===== src/rtl/microsequencer.sv =====
// rtl/microsequencer.sv - control-unit state register and next-state selection
// Bounded memory wait and illegal-opcode trap both return to fetch state 0.
module microsequencer #(
  parameter int MAX_STATE  = 36,
  parameter int WAIT_LIMIT = 255
) (
  input  logic       clk,
  input  logic       reset,
  input  logic [2:0] ns_sel,
  input  logic [6:0] cr_addr,
  input  logic       inv,
  input  logic [1:0] cond_sel,
  input  logic       moc,
  input  logic       zero,
  input  logic       br_cond,
  input  logic [6:0] enc_state,
  input  logic       enc_valid,
  output logic [6:0] current_state,
  output logic [7:0] wait_cnt,
  output logic       timeout_err,
  output logic       illegal_op
);

  typedef enum logic [2:0] {
    NS_DISPATCH = 3'b000,
    NS_FETCH    = 3'b001,
    NS_INC      = 3'b010,
    NS_JUMP     = 3'b011,
    NS_CBR_INC  = 3'b100,
    NS_CBR_DISP = 3'b101,
    NS_WAIT     = 3'b110,
    NS_RSVD     = 3'b111
  } ns_mode_t;

  localparam logic [6:0] MAX_S     = 7'(MAX_STATE);
  localparam logic [7:0] WAIT_SAT  = 8'(WAIT_LIMIT);
  localparam logic [7:0] WAIT_LAST = 8'(WAIT_LIMIT - 1);

  ns_mode_t   mode;
  logic       cond_raw;
  logic       c;
  logic [6:0] inc;
  logic [6:0] disp_state;
  logic       disp_illegal;
  logic [6:0] sel_state;
  logic [6:0] next_state;
  logic       hold;
  logic       timeout_next;
  logic       illegal_next;
  logic [7:0] wait_cnt_next;

  always_comb begin
    cond_raw      = 1'b1;
    c             = 1'b0;
    inc           = current_state + 7'd1;
    disp_state    = 7'd0;
    disp_illegal  = 1'b0;
    sel_state     = 7'd0;
    next_state    = 7'd0;
    hold          = 1'b0;
    timeout_next  = 1'b0;
    illegal_next  = 1'b0;
    wait_cnt_next = 8'd0;
    mode          = ns_mode_t'(ns_sel);

    case (cond_sel)
      2'b00:   cond_raw = moc;
      2'b01:   cond_raw = zero;
      2'b10:   cond_raw = br_cond;
      default: cond_raw = 1'b1;
    endcase
    c = cond_raw ^ inv;

    if (enc_valid) begin
      disp_state = enc_state;
    end else begin
      disp_illegal = 1'b1;
    end

    case (mode)
      NS_DISPATCH: begin
        sel_state    = disp_state;
        illegal_next = disp_illegal;
      end
      NS_FETCH:   sel_state = 7'd0;
      NS_INC:     sel_state = inc;
      NS_JUMP:    sel_state = cr_addr;
      NS_CBR_INC: sel_state = c ? cr_addr : inc;
      NS_CBR_DISP: begin
        if (c) begin
          sel_state = cr_addr;
        end else begin
          sel_state    = disp_state;
          illegal_next = disp_illegal;
        end
      end
      NS_WAIT: begin
        // A satisfied condition takes priority over an expiring wait.
        if (c) begin
          sel_state = inc;
        end else if (wait_cnt == WAIT_LAST) begin
          sel_state    = 7'd0;
          timeout_next = 1'b1;
        end else begin
          sel_state = current_state;
          hold      = 1'b1;
        end
      end
      default: sel_state = 7'd0;
    endcase

    next_state = (sel_state > MAX_S) ? 7'd0 : sel_state;

    if (hold) begin
      wait_cnt_next = (wait_cnt == WAIT_SAT) ? wait_cnt : wait_cnt + 8'd1;
    end
  end

  always_ff @(posedge clk) begin
    if (reset) begin
      current_state <= 7'd0;
      wait_cnt      <= 8'd0;
      timeout_err   <= 1'b0;
      illegal_op    <= 1'b0;
    end else begin
      current_state <= next_state;
      wait_cnt      <= wait_cnt_next;
      timeout_err   <= timeout_next;
      illegal_op    <= illegal_next;
    end
  end

endmodule


===== config.mk =====
export PLATFORM = sky130hd
export DESIGN_NAME = microsequencer
export DESIGN_NICKNAME = d
export VERILOG_FILES = /design/src/rtl/microsequencer.sv
export SDC_FILE = /design/constraint.sdc
export NUM_CORES = 1
export LEC_CHECK = 0
export BUFFER_PORTS_ARGS = -buffer_cell sky130_fd_sc_hd__buf_4
export CAP_MARGIN = 20
export CORE_MARGIN = 2
export CORE_UTILIZATION = 41
export DETAILED_ROUTE_END_ITERATION = 12
export PLACE_DENSITY_LB_ADDON = 0.05
export SYNTH_ARGS = -nofsm -noshare
export SYNTH_HDL_FRONTEND = slang
export SYNTH_SLANG_ARGS = --single-unit

===== constraint.sdc =====
create_clock -name clk -period 2.3 [get_ports clk]
set_input_delay 0.115 -clock clk [delete_from_list [all_inputs] [get_ports clk]]
set_output_delay 0.115 -clock clk [all_outputs]
set_load 0.005 [all_outputs]

Word-level counts from Yosys, hierarchy flattened
Index checks and enable logic that the tools add are counted.
- $add $sub $neg: 2
- reductions and logical operators: 5
- multiplexer cells: 14
- $lt $le $gt $ge: 1
- eq/ne operators: 9
- bitwise logic cells: 3
- operators by type and width (kind ; number):
    7-bit one-hot mux with 6 select lines ; 1
    7-bit 2-to-1 mux ; 5
    8-bit equality test (second input constant) ; 2
    3-bit equality test (second input constant) ; 3
    8-bit by 1-bit adder with 8-bit output (second input constant) ; 1
    7-bit by 1-bit adder with 7-bit output (second input constant) ; 1
    7-bit by 6-bit > comparator with 1-bit output (second input constant) ; 1
    3-bit by 2-bit equality test with 1-bit output (second input constant) ; 2
    1-bit 2-to-1 mux ; 6
    2-bit OR reduction ; 2
    3-bit zero test ; 1
    1-bit one-hot mux with 3 select lines ; 1
    3-bit OR reduction ; 1
    2-bit by 1-bit equality test with 1-bit output (second input constant) ; 1
    2-bit equality test (second input constant) ; 1
    2-bit zero test ; 1
    1-bit NOT ; 2
    1-bit one-hot mux with 2 select lines ; 1
    1-bit XOR ; 1
- input bits: 26
- register bits after elaboration: 17
- logic and storage cells: 38
- output and inout bits: 17

Depth between registers and ports, before layout
- depth after elaboration: 7
- mapped depth: 9
- gate-level depth less buffers: 8

Worst setup path after synthesis
OpenSTA, ideal clock, no wires.
- path type: input to register
- from: input cond_sel[0]
- to: register current_state[2]
- arrival time: 1903 ps
- setup slack: 318 ps
- setup time: 79 ps
- stages: 7
- required time: 2221 ps
- buffers on the path: 0
- cell sequence: or4b_1 -> o311a_2 -> nand2_4 -> mux2_2 -> a221oi_2 -> a41oi_1 -> nor3_1
- word-level cells in the longest chain between the ends: 7
- elaborated cells between the ends (all ways): 11
- those cells by class: order compare (1); eq/ne (2); mux (5); bitwise (1); reduce/logical (2)
- RTL lines (what ; line ; RTL):
    start: declaration ; 12 ; input logic [1:0] cond_sel,
    2-bit equality test (tied with other cells) ; 66 ; case (cond_sel)
    1-bit one-hot mux with 3 select lines (*) ; 66 ;
    1-bit XOR (*) ; 72 ; c = cond_raw ^ inv;
    7-bit 2-to-1 mux, on equally long branches ; 99, 88, 90 ;
    7-bit one-hot mux with 6 select lines (*) ; 80 ; case (mode)
    7-bit by 6-bit > comparator with 1-bit output ; 112 ; next_state = (sel_state > MAX_S) ? 7'd0 : sel_state;
    2-bit OR reduction (no source line) ; -- ;
    end signal: assignment ; 126 ; current_state <= next_state;
    end: declaration ; 18 ; output logic [6:0] current_state,
Every way passes the cells marked *; elsewhere a longest branch is shown, timed or not.
A chain may end at the register's enable or synchronous reset.

Final worst setup path
- from: register current_state[0]
- to: register current_state[3]
- word-level cells in the longest chain between the ends: 5
- elaborated cells between the ends (all ways): 7
- those cells by class: add/sub (1); order compare (1); mux (4); reduce/logical (1)
- RTL lines (what ; line):
    7-bit by 1-bit adder with 7-bit output or 7-bit 2-to-1 mux (tied branches) ; 55, 101
    7-bit 2-to-1 mux, on equally long branches ; 99, 88
    7-bit one-hot mux with 6 select lines (*) ; 80
    7-bit by 6-bit > comparator with 1-bit output ; 112
    2-bit OR reduction (no source line) ; --
Marks and branches as above.

==> out/qor.txt <==
outcome: finished clean
Final min period: 2060 ps
Post-synth EDFFs: 0
gr busiest metal: met2
crit share post-route: 89.7%
CP Class: reg -> reg
power share of the combinational group: 35.8%
Seq/Total Area, Yosys: 22.8%
Reg power frac: 42.5%
Crit path max-delay family: simple AND/OR/NAND/NOR gates
DP Cell Count: 284
Setup WS post-layout: 236 ps
Final Util: 56.6%
leak pwr: 0.766 nW
Die X: 64.4 µm
largest net degree at the start of global routing: 20
hpwl dp: 3550 µm
area of the multi-input gates: 0.00107 mm²
Num CTS Buffers: 3
area of the mapped netlist: 0.00149 mm²
met3 Usage GRT: 2.29%
GRT Resource Usage Total: 23.0%
reg2reg path depth: 8
hold path startpoint: reset
Max Slew Vio Count: 0
Starting Density: 43.7%
post-synthesis adder-cell area fraction: 2.51%
GP Congestion: 0.884
IO buf count: 42
Compound-Gate Fraction of Synth Area: 30.5%
H-tree depth: 1
FF-to-FF setup slack: 240 ps
share of post-route cells with drive strength above 1: 29.2%
number of vias per cell: 5.89
clk_skew: 3.28 ps
DR WL/cell: 15.6 µm
Internal Power: 0.000490 W
sequential cell area: 340 µm²
diodes inserted: 0
Slew headroom: 63.8%
combinational family with the most area after synthesis: compound AO/OA/AOI/OAI gates
max incr delay on CP: 340 ps
Critical Path Stages: 8
final antenna-violating net count: 0
post-synthesis register bit count: 17
Root Buffer: clkbuf_4
CTS tree: built
total core area: 0.00342 mm²
Main synth FF type: dfxtp_1
first-pass GRT wire length: 7620 µm
worst r2r src: current_state[0]$_SDFF_PP0_
critical path buffer and inverter count: 0
CP max FO: 6
switching power total: 0.000239 W
Syn. warnings: 0
Worst setup EP type: register
mux cell area share after synthesis: 4.44%
Die Area: 0.00414 mm²
post-placement worst setup slack: -8.02 ps
post-synthesis xor/xnor area fraction: 4.10%
Post-Route WL: 4500 µm
WHS Path Cells: 2
Switching Share: 32.8%
gr ovfl total: 0
Crit path required time: 2500 ps
DR DRC count: 0
crit path DAT: 2270 ps
clock group share of total power: 21.8%
Worst-Margin Slew: 540 ps
Gate Count Post-Synth: 194
f_max: 484 MHz
# rows: 21
unrepaired setup endpoints after global routing: false
synth unique cells: 55
simple-gate area share of the yosys netlist: 30.0%
VDD IR-drop max: 313 µV
final hold violation count: 0
CTS Buffer Depth: 2
GRT met1 Usage: 32.8%
post-route insts no fill: 289
Setup TNS Final: 0 ps
Worst path slowest cell: dfxtp_1
Total Power: 0.000729 W
Area Growth Syn to Fin: 29.3%
worst-skew pair later-pin latency: 290 ps
clock slew at reported path FFs: 90 ps
initial antenna violation count: 0
Synth async-reset ratio: 0%
vias in the first global route: 1602
Max Cap Viol: 0
Top Ports: 43
final setup violation count: 0
vias: 1703
Layout Nets: 273
Pre-antenna DRT Iters: 4
CTS sink count: 17
Syn Nets: 223
1st-iter DRT viols: 129
met2 Use GR: 37.1%
post-CTS sizing: 0
Hold Path Sink: illegal_op$_SDFF_PP0_
Die H: 64.4 µm
crit-path cells: ha_1 > nand3_1 > nor2_1 > xnor2_1 > o21ai_0 > a211oi_1 > o211ai_1 > nor3b_1
Pwr Density: 377 mW/mm²
reg-to-reg endpoint: current_state[3]$_SDFF_PP0_
Hold Crit Class: in -> reg
Fill cells: 355
syn avg cell area: 7.70 µm²
critical path launch point type: register
==> registers in the layout (all words and copies together) (netlist names) <==
name           cells
illegal_op         1
wait_cnt           8
timeout_err        1
current_state      7
==> per-layer routing <==
layer	part of all wire, %	up-vias
met3	6.6	7
li1	-	845
met4	1.1	0
met2	46	70
met1	46	781
met5	0	-
==> placed cells by master, fill, tap and decap left out, types with 4 or more instances in the layout <==
cell type / instances
a21oi_1: 7
a31oi_1: 7
buf_4: 56
dfxtp_1: 17
inv_1: 4
mux2i_1: 4
nand2_1: 21
nand3_1: 19
nor2_1: 13
nor3_1: 13
o211ai_1: 5
o21ai_0: 9
xor2_1: 4
==> power by group through the flow <==
stage               logic, W  registers, W  clock network (W)
floorplan           0.000150      0.000319                  0
global placement    0.000249      0.000316                  0
detailed placement  0.000255      0.000317                  0
CTS                 0.000256      0.000310           0.000168
global route        0.000285      0.000311           0.000177
finish              0.000261      0.000310           0.000159
==> worst max path at each step <==
stage                                 from                     endpoint
2_1_floorplan                  cond_sel[0]  current_state[2]$_SDFF_PP0_
3_3_place_gp                   cond_sel[0]  current_state[2]$_SDFF_PP0_
3_5_place_dp                   cond_sel[0]  current_state[2]$_SDFF_PP0_
4_1_cts        current_state[0]$_SDFF_PP0_  current_state[2]$_SDFF_PP0_
5_1_grt        current_state[0]$_SDFF_PP0_  current_state[3]$_SDFF_PP0_
6_report       current_state[0]$_SDFF_PP0_  current_state[3]$_SDFF_PP0_
==> logic make-up after synthesis <==
| kind of cell | after synthesis |
|---|---|
| buf+inv | 15 |
| mux | 6 |
| flops | 17 |
| simple gates | 88 |
| xor+xnor | 7 |
| compound gates | 57 |
| fa+ha+maj | 3 |
| other cells | 1 |
==> metrics by stage <==
step / area, µm² / hold WS (ps)
final: 1930 / 14.3
after global routing: 1930 / 11.0
after CTS: 1920 / 1.05
after detailed placement: 1900 / 328
after global placement: 1900 / 331
after floorplan: 1490 / 192
==> area by class of cell <==
type / instances / area share [%]
Clock buffer: 4 / 1.36
Inverter: 4 / 0.777
Multi-Input combinational cell: 162 / 55.5
Sequential cell: 17 / 17.6
Tap cell: 46 / 2.98
Timing Repair Buffer: 56 / 21.8
==> cell usage after synthesis (2+ instances only) <==
| cell | number | area, µm² |
|---|---|---|
| mux2i_1 | 4 | 40.0 |
| buf_2 | 2 | 10.0 |
| dfxtp_1 | 17 | 340 |
| nor3b_1 | 3 | 22.5 |
| xnor2_1 | 3 | 26.3 |
| nand4_1 | 3 | 18.8 |
| xor2_1 | 4 | 35.0 |
| a31oi_1 | 7 | 43.8 |
| nor3_1 | 13 | 65.1 |
| buf_6 | 3 | 33.8 |
| nor4_1 | 3 | 18.8 |
| a211oi_1 | 3 | 22.5 |
| a32oi_1 | 2 | 17.5 |
| and3_1 | 3 | 18.8 |
| nand3_1 | 19 | 95.1 |
| a21oi_1 | 7 | 35.0 |
| clkbuf_1 | 6 | 22.5 |
| nor2_1 | 13 | 48.8 |
| nand2_1 | 21 | 78.8 |
| o21a_1 | 3 | 22.5 |
| nand2b_1 | 2 | 12.5 |
| o221a_2 | 2 | 22.5 |
| o21ai_0 | 9 | 45.0 |
| inv_1 | 4 | 15.0 |
| ha_1 | 3 | 37.5 |
| o211ai_1 | 5 | 37.5 |
| a22oi_1 | 2 | 15.0 |
==> repair_timing <==
item	CTS	global route
endpoints found under the setup margin	0	4
hold buffers	0	0
buffers inserted	0	1
Note: power is estimated with default switching activity, not from simulation.
